==> src/rtl/ysyx_rnu_freelist_if.sv <==
// Free-list port bundle between the rename unit (master) and the
// physical-register free list (slave). The default widths fall back to
// 6/5 when the core-wide length macros are not defined.
`ifndef YSYX_PHY_LEN
`define YSYX_PHY_LEN 6
`endif
`ifndef YSYX_REG_LEN
`define YSYX_REG_LEN 5
`endif

interface rnu_fl_if #(
  parameter int PLEN = `YSYX_PHY_LEN,
  parameter int RLEN = `YSYX_REG_LEN
);
  logic            flush_pipe;
  logic [RLEN-1:0] flush_rd;
  logic            alloc_req;
  logic [PLEN-1:0] alloc_pr;
  logic            alloc_empty;
  logic            dealloc_req;
  logic [PLEN-1:0] dealloc_pr;

  modport master (
    output flush_pipe, flush_rd, alloc_req, dealloc_req, dealloc_pr,
    input  alloc_pr, alloc_empty
  );

  modport slave (
    input  flush_pipe, flush_rd, alloc_req, dealloc_req, dealloc_pr,
    output alloc_pr, alloc_empty
  );
endinterface

==> src/rtl/ysyx_rnu_freelist.sv <==
// Physical-register free list: circular FIFO of unallocated PR numbers.
// Rename pops at the speculative head, commit pushes freed PRs at the tail
// and advances the committed head; a flush snaps head back to the committed
// head in one cycle.
// Optional macro YSYX_RNU_FL_CHECK_EN adds a simulation-only in-list bitmap
// with $fatal checks for double free, bad alloc, push-while-full and
// committed head overtaking the speculative head.
module ysyx_rnu_freelist #(
  parameter int PLEN = `YSYX_PHY_LEN,
  parameter int RLEN = `YSYX_REG_LEN
) (
  input logic     clock,
  input logic     reset,
  rnu_fl_if.slave fl
);
  localparam int DEPTH = 2**PLEN - 2**RLEN;
  localparam int IW    = $clog2(DEPTH);
  localparam int PW    = IW + 1;

  typedef logic [PW-1:0] ptr_t;

  // Index wraps explicitly at DEPTH-1 so non-power-of-two depths work;
  // the top bit toggles on every wrap to tell full from empty.
  function automatic ptr_t ptr_inc(input ptr_t p);
    if (p[IW-1:0] == IW'(DEPTH-1)) return {~p[IW], {IW{1'b0}}};
    else                           return p + PW'(1);
  endfunction

  logic [PLEN-1:0] fifo_q [DEPTH];
  ptr_t head_q, head_d;
  ptr_t cmt_q,  cmt_d;
  ptr_t tail_q, tail_d;
  logic alloc_fire, dealloc_fire, empty, full;

  // flush_rd belongs to the map-table side of the interface
  logic unused_flush_rd;
  assign unused_flush_rd = ^fl.flush_rd;

  assign empty        = (tail_q == head_q);
  assign full         = (tail_q == {~head_q[IW], head_q[IW-1:0]});
  assign alloc_fire   = fl.alloc_req && !empty && !fl.flush_pipe;
  assign dealloc_fire = fl.dealloc_req && (fl.dealloc_pr != '0);

  assign fl.alloc_pr    = fifo_q[head_q[IW-1:0]];
  assign fl.alloc_empty = empty;

  // Next pointers; flush takes the committed head including this cycle's push
  always_comb begin
    tail_d = tail_q;
    cmt_d  = cmt_q;
    head_d = head_q;
    if (dealloc_fire) begin
      tail_d = ptr_inc(tail_q);
      cmt_d  = ptr_inc(cmt_q);
    end
    if (fl.flush_pipe)   head_d = cmt_d;
    else if (alloc_fire) head_d = ptr_inc(head_q);
  end

  // Pointer and storage update; reset reloads the full list of unmapped PRs
  always_ff @(posedge clock) begin
    if (reset) begin
      head_q <= '0;
      cmt_q  <= '0;
      tail_q <= {1'b1, {IW{1'b0}}};
      for (int i = 0; i < DEPTH; i++) fifo_q[i] <= PLEN'(2**RLEN + i);
    end else begin
      head_q <= head_d;
      cmt_q  <= cmt_d;
      tail_q <= tail_d;
      if (dealloc_fire) fifo_q[tail_q[IW-1:0]] <= fl.dealloc_pr;
    end
  end

`ifdef YSYX_RNU_FL_CHECK_EN
  // Distance b->a in slots, negative or above DEPTH when b has passed a
  function automatic int ptr_dist(input ptr_t a, input ptr_t b);
    if (a[IW] == b[IW]) return int'(a[IW-1:0]) - int'(b[IW-1:0]);
    else                return int'(a[IW-1:0]) + DEPTH - int'(b[IW-1:0]);
  endfunction

  logic [2**PLEN-1:0] inlist_q;

  // In-list bitmap: cleared on pop, set on push, and re-set for the
  // speculative window a flush hands back to the list
  always_ff @(posedge clock) begin
    if (reset) begin
      for (int p = 0; p < 2**PLEN; p++) inlist_q[p] <= (p >= 2**RLEN);
    end else begin
      if (alloc_fire) begin
        if (!inlist_q[fl.alloc_pr]) $fatal(1, "freelist: alloc of PR %0d not free", fl.alloc_pr);
        inlist_q[fl.alloc_pr] <= 1'b0;
      end
      if (fl.flush_pipe) begin
        for (int i = 0; i < DEPTH; i++) begin
          if (((i - int'(cmt_d[IW-1:0]) + DEPTH) % DEPTH) < ptr_dist(head_q, cmt_d))
            inlist_q[fifo_q[i]] <= 1'b1;
        end
      end
      if (dealloc_fire) begin
        if (inlist_q[fl.dealloc_pr]) $fatal(1, "freelist: dealloc of free PR %0d", fl.dealloc_pr);
        if (full) $fatal(1, "freelist: dealloc while full");
        inlist_q[fl.dealloc_pr] <= 1'b1;
      end
      if (ptr_dist(head_d, cmt_d) < 0 || ptr_dist(head_d, cmt_d) > DEPTH)
        $fatal(1, "freelist: committed head overtook head");
    end
  end
`endif

endmodule

==> src/flat_wrapper.sv <==
// flat-port wrapper written by rule: the top's interface ports become plain ports
module ysyx_rnu_freelist_flat 
#(
  parameter int PLEN = `YSYX_PHY_LEN,
  parameter int RLEN = `YSYX_REG_LEN
)
  (clock, reset, fl_flush_pipe, fl_flush_rd, fl_alloc_req, fl_dealloc_req, fl_dealloc_pr, fl_alloc_pr, fl_alloc_empty);
  rnu_fl_if #(.PLEN(PLEN), .RLEN(RLEN)) fl_i ();
  input logic clock;
  input logic reset;
  input wire logic [$bits(fl_i.flush_pipe)-1:0] fl_flush_pipe;
  input wire logic [$bits(fl_i.flush_rd)-1:0] fl_flush_rd;
  input wire logic [$bits(fl_i.alloc_req)-1:0] fl_alloc_req;
  input wire logic [$bits(fl_i.dealloc_req)-1:0] fl_dealloc_req;
  input wire logic [$bits(fl_i.dealloc_pr)-1:0] fl_dealloc_pr;
  output wire logic [$bits(fl_i.alloc_pr)-1:0] fl_alloc_pr;
  output wire logic [$bits(fl_i.alloc_empty)-1:0] fl_alloc_empty;
  assign fl_i.flush_pipe = fl_flush_pipe;
  assign fl_i.flush_rd = fl_flush_rd;
  assign fl_i.alloc_req = fl_alloc_req;
  assign fl_i.dealloc_req = fl_dealloc_req;
  assign fl_i.dealloc_pr = fl_dealloc_pr;
  assign fl_alloc_pr = fl_i.alloc_pr;
  assign fl_alloc_empty = fl_i.alloc_empty;
  ysyx_rnu_freelist #(.PLEN(PLEN), .RLEN(RLEN)) u_core (.clock(clock), .reset(reset), .fl(fl_i));
endmodule
==> config.mk <==
export PLATFORM = sky130hd
export DESIGN_NAME = ysyx_rnu_freelist_flat
export DESIGN_NICKNAME = d
export VERILOG_FILES = /design/src/rtl/ysyx_rnu_freelist_if.sv /design/src/rtl/ysyx_rnu_freelist.sv /design/src/flat_wrapper.sv
export SDC_FILE = /design/constraint.sdc
export NUM_CORES = 1
export LEC_CHECK = 0
export CAP_MARGIN = 30
export CORE_ASPECT_RATIO = 1.25
export CORE_MARGIN = 3
export CORE_UTILIZATION = 64
export DETAILED_ROUTE_END_ITERATION = 12
export DONT_BUFFER_PORTS = 1
export GPL_TIMING_DRIVEN = 0
export PLACE_DENSITY = 0.85
export REMOVE_ABC_BUFFERS = 1
export SYNTH_ARGS = -nofsm -noshare
export SYNTH_HDL_FRONTEND = slang
export SYNTH_SLANG_ARGS = --single-unit
==> constraint.sdc <==
create_clock -name clock -period 2.8 [get_ports clock]
set_input_delay 0.56 -clock clock [delete_from_list [all_inputs] [get_ports clock]]
set_output_delay 0.56 -clock clock [all_outputs]
set_load 0.01 [all_outputs]
## Yosys cells after proc, flatten, opt, wreduce, memory -nomap -nowiden

Memory sizes are Yosys's and may differ from the RTL's. A register that Yosys moved wholly into a read port is not among the register bits.
Cells that the tools add are included.

| storage, ports and cells | value |
|---|---|
| memories | 1 |
| flip-flop bits (word level) | 18 |
| output and inout bits | 7 |
| latch bits | 0 |
| bits in read-only memories | 0 |
| bits in writable memories | 192 |

| operators by class | value |
|---|---|
| divide/modulo/power cells | 0 |
| equality and inequality tests | 4 |
| bitwise logic cells | 3 |
| add/sub/neg operators | 3 |
| mux-type cells | 16 |
| reduce and logical (&&, ||, !) cells | 8 |
| order comparisons | 0 |
| shifts and indexed selects | 0 |
| multiply operators | 0 |

Memories:

| name | words | bits a word | read ports | clocked after memory_dff | wr ports | RTL line | text |
|---|---|---|---|---|---|---|---|
| u_core.fifo_q | 32 | 6 | 1 | 1 | 32 | ysyx_rnu_freelist.sv:29 | `logic [PLEN-1:0] fifo_q [DEPTH];` |

Operators with widths:

| operator | count |
|---|---|
| 6-bit 2-to-1 mux | 7 |
| 6-bit by 1-bit adder with 6-bit output (second input constant) | 3 |
| 5-bit equality test (second input constant) | 3 |
| 5-bit 2-to-1 mux | 3 |
| 6-bit equality test | 1 |
| 1-bit 2-to-1 mux | 6 |
| 6-bit nonzero test | 1 |
| 6-bit OR reduction | 1 |
| 1-bit logical AND | 3 |
| 1-bit inverter | 3 |
| 1-bit logical NOT | 2 |
| 2-bit nonzero test | 1 |

## Logic depth before layout (Yosys ltp)

Gate-level depths: netlist (run 1).

| depth | value |
|---|---|
| depth after elaboration | 8 |
| depth in mapped cells | 7 |
| gate-level depth less buffers | 7 |

## Worst setup path after synthesis (run 1)

No wires, ideal clock.

| timing path | value |
|---|---|
| path kind | register -> output |
| start | register with a tool-made name |
| end | output fl_alloc_pr[0] |
| path buffers | 2 |
| arrival time | 2093 ps |
| required time | 2240 ps |
| setup slack | 147 ps |
| stages on the path, launching flop included | 6 |
| cells stage by stage | dfxtp_1 clkbuf_1 buf_1 mux4_2 mux4_2 mux2_2 |

RTL lines:

| item | RTL line | text |
|---|---|---|
| end, declared | flat_wrapper.sv:16 | `output wire logic [$bits(fl_i.alloc_pr)-1:0] fl_alloc_pr;` |

==> results of run 1 <==
[repair_timing]
action                                  in CTS  in global routing
endpoints found under the setup margin       6                 12
gates cloned                                 4                  2
setup buffers                                4                  0
gates resized for setup                     12                  1
hold buffers                                 0                  0
[cells by family (layout without fill, tap and decap cells)]
| kind of cell | Yosys count | in the layout | synth area share [%] |
|---|---|---|---|
| AO/OA/AOI/OAI | 34 | 34 | 2.27 |
| XOR/XNOR | 7 | 7 | 0.594 |
| adder cells (fa/ha/maj) | 11 | 11 | 1.33 |
| buffers and inverters | 71 | 55 | 2.85 |
| flip-flops | 215 | 215 | 60.4 |
| multiplexers | 71 | 71 | 14.2 |
| AND/OR/NAND/NOR | 323 | 323 | 18.3 |
[per-layer routing]
metal	vias up	global-route usage (%)
met3	72	3.94
met4	0	10.9
met1	3123	34.2
met2	384	46.5
li1	2720	-
met5	-	0
[power by group through the flow]
stage	Sequential [mW]	Clock (mW)	Combinational (mW)
after floorplan	3.67	0	0.267
after global placement	3.69	0	0.339
after detailed placement	3.65	0	0.402
after CTS	3.58	2.65	0.474
after global routing	3.59	2.81	0.520
final	3.58	2.66	0.496
[metrics by stage]
step                cells  power, mW  worst slack (ns)
finish                928       6.74            -0.311
CTS                   926       6.71            -0.306
global route          928       6.91            -0.343
detailed placement    881       4.06           -0.0364
global placement      876       4.03             -1.97
floorplan             664       3.93             -1.24
[synth_stat cells, drive strengths merged, types with 2 or more instances]
master | instances | area [um2]
a21o | 2 | 15.0
a21oi | 6 | 30.0
a31o | 2 | 17.5
a31oi | 5 | 31.3
and2 | 80 | 500
and3 | 5 | 31.3
buf | 10 | 65.1
clkbuf | 58 | 218
dfxtp | 23 | 460
edfxtp | 192 | 5770
ha | 11 | 138
inv | 3 | 11.3
mux2 | 6 | 67.6
mux2i | 5 | 50.1
mux4 | 60 | 1350
nand2 | 8 | 30.0
nand3 | 9 | 45.0
nand3b | 6 | 45.0
nor2 | 50 | 188
nor3 | 2 | 10.0
nor3b | 4 | 30.0
o211ai | 3 | 22.5
o21ai | 3 | 15.0
o21bai | 2 | 15.0
o221ai | 3 | 26.3
o22ai | 3 | 18.8
or2 | 32 | 200
or3 | 116 | 726
or3b | 2 | 17.5
or4 | 2 | 15.0
xnor2 | 7 | 61.3
[area by class of cell]
type	instances	area, um2
timing repair buffer	15	324
clock buffer	23	533
tap	212	265
sequential	215	6230
fill	929	4410
inverter	3	11.3
multi-input combinational	446	3820
clock inverter	14	100
[path summary, 6_finish.rpt]
kind                     from             endpoint  slack [ns]  cells past startpoint
min                     reset      u_core.cmt_q[5]        0.13                      1
max reg2reg  u_core.tail_q[1]  u_core.fifo_q[3][4]        0.24                      4
min reg2reg   u_core.cmt_q[5]      u_core.cmt_q[5]        0.53                      2
max                 flip-flop       fl_alloc_pr[3]       -0.31                      5
[sequential cells by signal (all words and copies together) (netlist names), named ones only]
signal,count
u_core.cmt_q,6
u_core.fifo_q,192
u_core.head_q,6
u_core.tail_q,6
==> metrics, run 1 <==
commonest non-fill, non-tap cell in the layout edfxtp_1; Post-DRT Antenna Nets 0; Critical Path AT 2.55 ns; RSZ-0062 raised after global routing yes; mapped cell area 10,300 um2; drt pass-1 iters 5; met2 wire len 12,300 um; Rows 51; Hold WC Path Type primary input to flip-flop; Post-Route WL ~23,000 um; Sink Count 215; IO Pins 23; Worst-path clk slew 0.06 ns; H-tree Lvls 1; WS Path Type flip-flop to output port; # DRC 0; Synth Instances ~730; CORE AREA 15,700 um2; final max-slew violation count 0; mean number of vias per cell 6.79; top layer in use met4; vias in the first global route 6,365; Cell Area, Placed 10,400 um2; type of origin of the critical path flip-flop; Slew @ Worst Pin roughly 0.95 ns; maximum operating frequency ~0.32 GHz; fin crit period about 3.1 ns; Global Route Usage Sum 26.8%; Cell Pwr Density slightly below 600 nW/um2; via count between 6,000 and 7,000; Warnings, synthesis 0; Design Area, Final 11,300 um2; Die W ~120 um; maxcap violations 0; combinational share of power 7.4%; Congestion Overflow GR 0; worst path required time roughly 2.2 ns; Final Setup Violations 6; ys flop type edfxtp_1; fin nets between 700 and 800; ant diodes 0; Seq pwr share 53.2%; Clock power frac 39.4%; crit end category output port; post-synthesis sequential area ratio 60.4%; cell repeated most along the worst path mux4_2; # port buffers 0; Synth Register Bits 215; Final Hold Vio Count 0; Unique masters post-synth between 40 and 50; antenna violations before repair 0; Final Wtd Congestion around 0.84; leak pwr ~3.3 nW; Async SR Flop Fraction 0%; CTS tree yes; P_sw roughly 1.5 mW; syn_area_per_cell approximately 14 um2; CTS Buffer Depth 3; slowest CP cell mux4_2; Net Sw Frac 21.9%; routed length per instance 25.3 um; die height 148 um; largest net degree at the start of global routing 54; P&R area growth vs syn 9.49%; crit-path leading delay family multiplexers; layout cell share with drive strength beyond 1 16.3%; final setup TNS -1.81 ns; Die ar. 17,700 um2; Rel. slew slack a little over a third; Final Cycle Share 111%; Post-synth EDFFs 192; final cell utilization of the core 71.9%; clk_lat worst skew 0.50 ns; met3 wire len 2220 um; initial core utilization between 60% and 70%; Worst Skew 0.0166 ns; hpwl dp 13,800 um; Final WS setup -0.311 ns; largest fanout on the critical path 6; DRT met1 WL 7980 um; status finished with violations; first-pass GRT wire length 36,000 um; hold slack 0.127 ns; Root Buffer Master clkbuf_16; most frequent cells in the layout edfxtp_1, or3_1, and2_1, mux4_2, nor2_1; failing checks setup timing; Int Power 5.26 mW; total CTS buffers 21; cells along the critical path buf_12 -> buf_16 -> mux4_2 -> mux4_2 -> mux2_4; CP max stage delay 0.52 ns; peak supply drop 0.000364 V; DR iter-0 viols 909; Buf/Inv on CP 2
No activity file was read; power rests on OpenSTA's default activity.
==> run 2: changes to the inputs <==
--- a/config.mk
+++ b/config.mk
@@ -9,6 +9,7 @@
 export CORE_ASPECT_RATIO = 1.25
 export CORE_MARGIN = 3
 export CORE_UTILIZATION = 64
+export CTS_CLUSTER_SIZE = 28
 export DETAILED_ROUTE_END_ITERATION = 12
 export DONT_BUFFER_PORTS = 1
 export GPL_TIMING_DRIVEN = 0
==> metrics, run 2 (synthesis gave the netlist of run 1 again) <==
dpl ws -0.0364 ns; Final Cycle Share 113%; Final WS setup -0.371 ns; worst hold path depth 1; initial core utilization 65.7%; type of origin of the critical path flip-flop; mean number of vias per cell 6.85; met3 wire len between 2000 and 2500 um; status finished with violations; vias in the first global route 6,433; worst r2r src u_core.tail_q[1]; top layer in use met4; Final Hold Vio Count 0; largest net degree at the start of global routing 54; Rows 51; fin crit period 3.17 ns; DR iter-0 viols 940; RSZ-0062 raised after global routing yes; Post-CTS Hold Buffers 0; P&R area growth vs syn 9.77%; leak pwr 3.32 nW; filler cell count 935; Cell Pwr Density between 500 and 600 nW/um2; CTS tree yes; final setup TNS -1.96 ns; maximum operating frequency between 0.3 and 0.4 GHz; fin nets between 700 and 800; largest fanout on the critical path 5; Slew @ Worst Pin 0.966 ns; WS Path Type flip-flop to output port; max FFs per register about 190; DRT met1 WL around 8400 um; Final Setup Violations 6; # port buffers 0; final max-slew violation count 0; Final Wtd Congestion roughly 0.84; R2R Setup Slk about 0.22 ns; H-tree Lvls 1; ant diodes 0; Rel. slew slack between 30% and 40%; layout cell share with drive strength beyond 1 16.3%; beginning of the worst hold path reset; Post-DRT Antenna Nets 0; CORE AREA 15,700 um2; CTS Buffer Depth 3; # DRC 0; Die W 120 um; Die ar. 17,700 um2; WHS Endpoint u_core.cmt_q[5]; via count between 6,000 and 7,000; antenna violations before repair 0; routed length per instance 25.9 um; Global Route Usage Sum between 20% and 30%; Root Buffer Master clkbuf_16; most frequent cells in the layout edfxtp_1, or3_1, and2_1, mux4_2, nor2_1; die height 148 um; Worst R2R Path Depth 4; hpwl dp 13,800 um; commonest non-fill, non-tap cell in the layout edfxtp_1; clk_lat worst skew 0.50 ns; first-pass GRT wire length between 30,000 and 40,000 um; Post-Route WL 24,000 um; fin cells 929; Worst-path clk slew roughly 0.060 ns; worst path required time 2.24 ns; hold slack 0.132 ns; Hold WC Path Type primary input to flip-flop; Congestion Overflow GR 0; IO Pins 23; crit end category output port; Sink Count 215; Critical Path AT between 2 and 3 ns; maxcap violations 0; placed insts 881; Worst Skew 0.0141 ns; r2r endpoint u_core.fifo_q[3][5]; failing checks setup timing; Reg with most FFs u_core.fifo_q; total CTS buffers 21; peak supply drop 0.000396 V; drt pass-1 iters 7; met2 wire len between 10,000 and 15,000 um
[run 2: cell count changes in the layout (fill, tap and decap cells not counted), sizes merged]
| cell | delta |
|---|---|
| inv | -1 |
| clkbuf | +1 |
| clkinv | +1 |
[run 2: worst max-delay path by stage]
stage          cells past startpoint            from  slack, ns              endpoint
2_1_floorplan                      3       flip-flop      -1.24        fl_alloc_pr[0]
3_3_place_gp                       3       flip-flop      -1.97        fl_alloc_pr[0]
3_5_place_dp                       3  fl_dealloc_req      -0.04  u_core.fifo_q[31][0]
4_1_cts                            5       flip-flop      -0.30        fl_alloc_pr[1]
5_1_grt                            5       flip-flop      -0.40        fl_alloc_pr[4]
6_report                           5       flip-flop      -0.37        fl_alloc_pr[4]
[run 2: layer usage]
| metal | global-route usage (%) | up-vias |
|---|---|---|
| li1 | - | 2726 |
| met2 | 46.4 | 374 |
| met3 | 4.09 | 64 |
| met4 | 11.3 | 0 |
| met5 | 0 | - |
| met1 | 33.7 | 3197 |
[run 2: area by class of cell]
type,instances,area [um2],share of cell area [%]
Timing Repair Buffer,16,349,3.08
Inverter,3,11.3,0.0995
Tap cell,212,265,2.34
Multi-Input combinational cell,446,3820,33.8
Clock buffer,23,533,4.71
Clock inverter,14,104,0.917
Sequential cell,215,6230,55.1
[run 2: worst max-delay path, cell delays in order (launching register included)]
cell and delay (ns):
dfxtp_4 0.41, buf_12 0.13, buf_16 0.13, mux4_2 0.55, mux4_2 0.56, mux2_4 0.33
[run 2: where the power goes]
group | internal (mW) | switching (mW) | total, mW
Combinational | 0.252 | 0.259 | 0.511
Clock | 1.48 | 1.19 | 2.67
Sequential | 3.54 | 0.0453 | 3.58
[run 2: repair_timing]
| action | in CTS | in global routing |
|---|---|---|
| endpoints found under the hold margin | 0 | 0 |
| setup endpoints to repair | 6 | 12 |
| setup buffers | 4 | 0 |
| resized for setup | 12 | 1 |
| cloned | 4 | 3 |
[run 2: per-stage QoR]
step                area [um2]  util [%]  power (mW)
floorplan                10000         -        3.93
global placement         10300      65.6        4.03
detailed placement       10400      66.3        4.06
CTS                      11200      71.6        6.71
global route             11300      72.1        6.92
finish                   11300      72.1        6.76
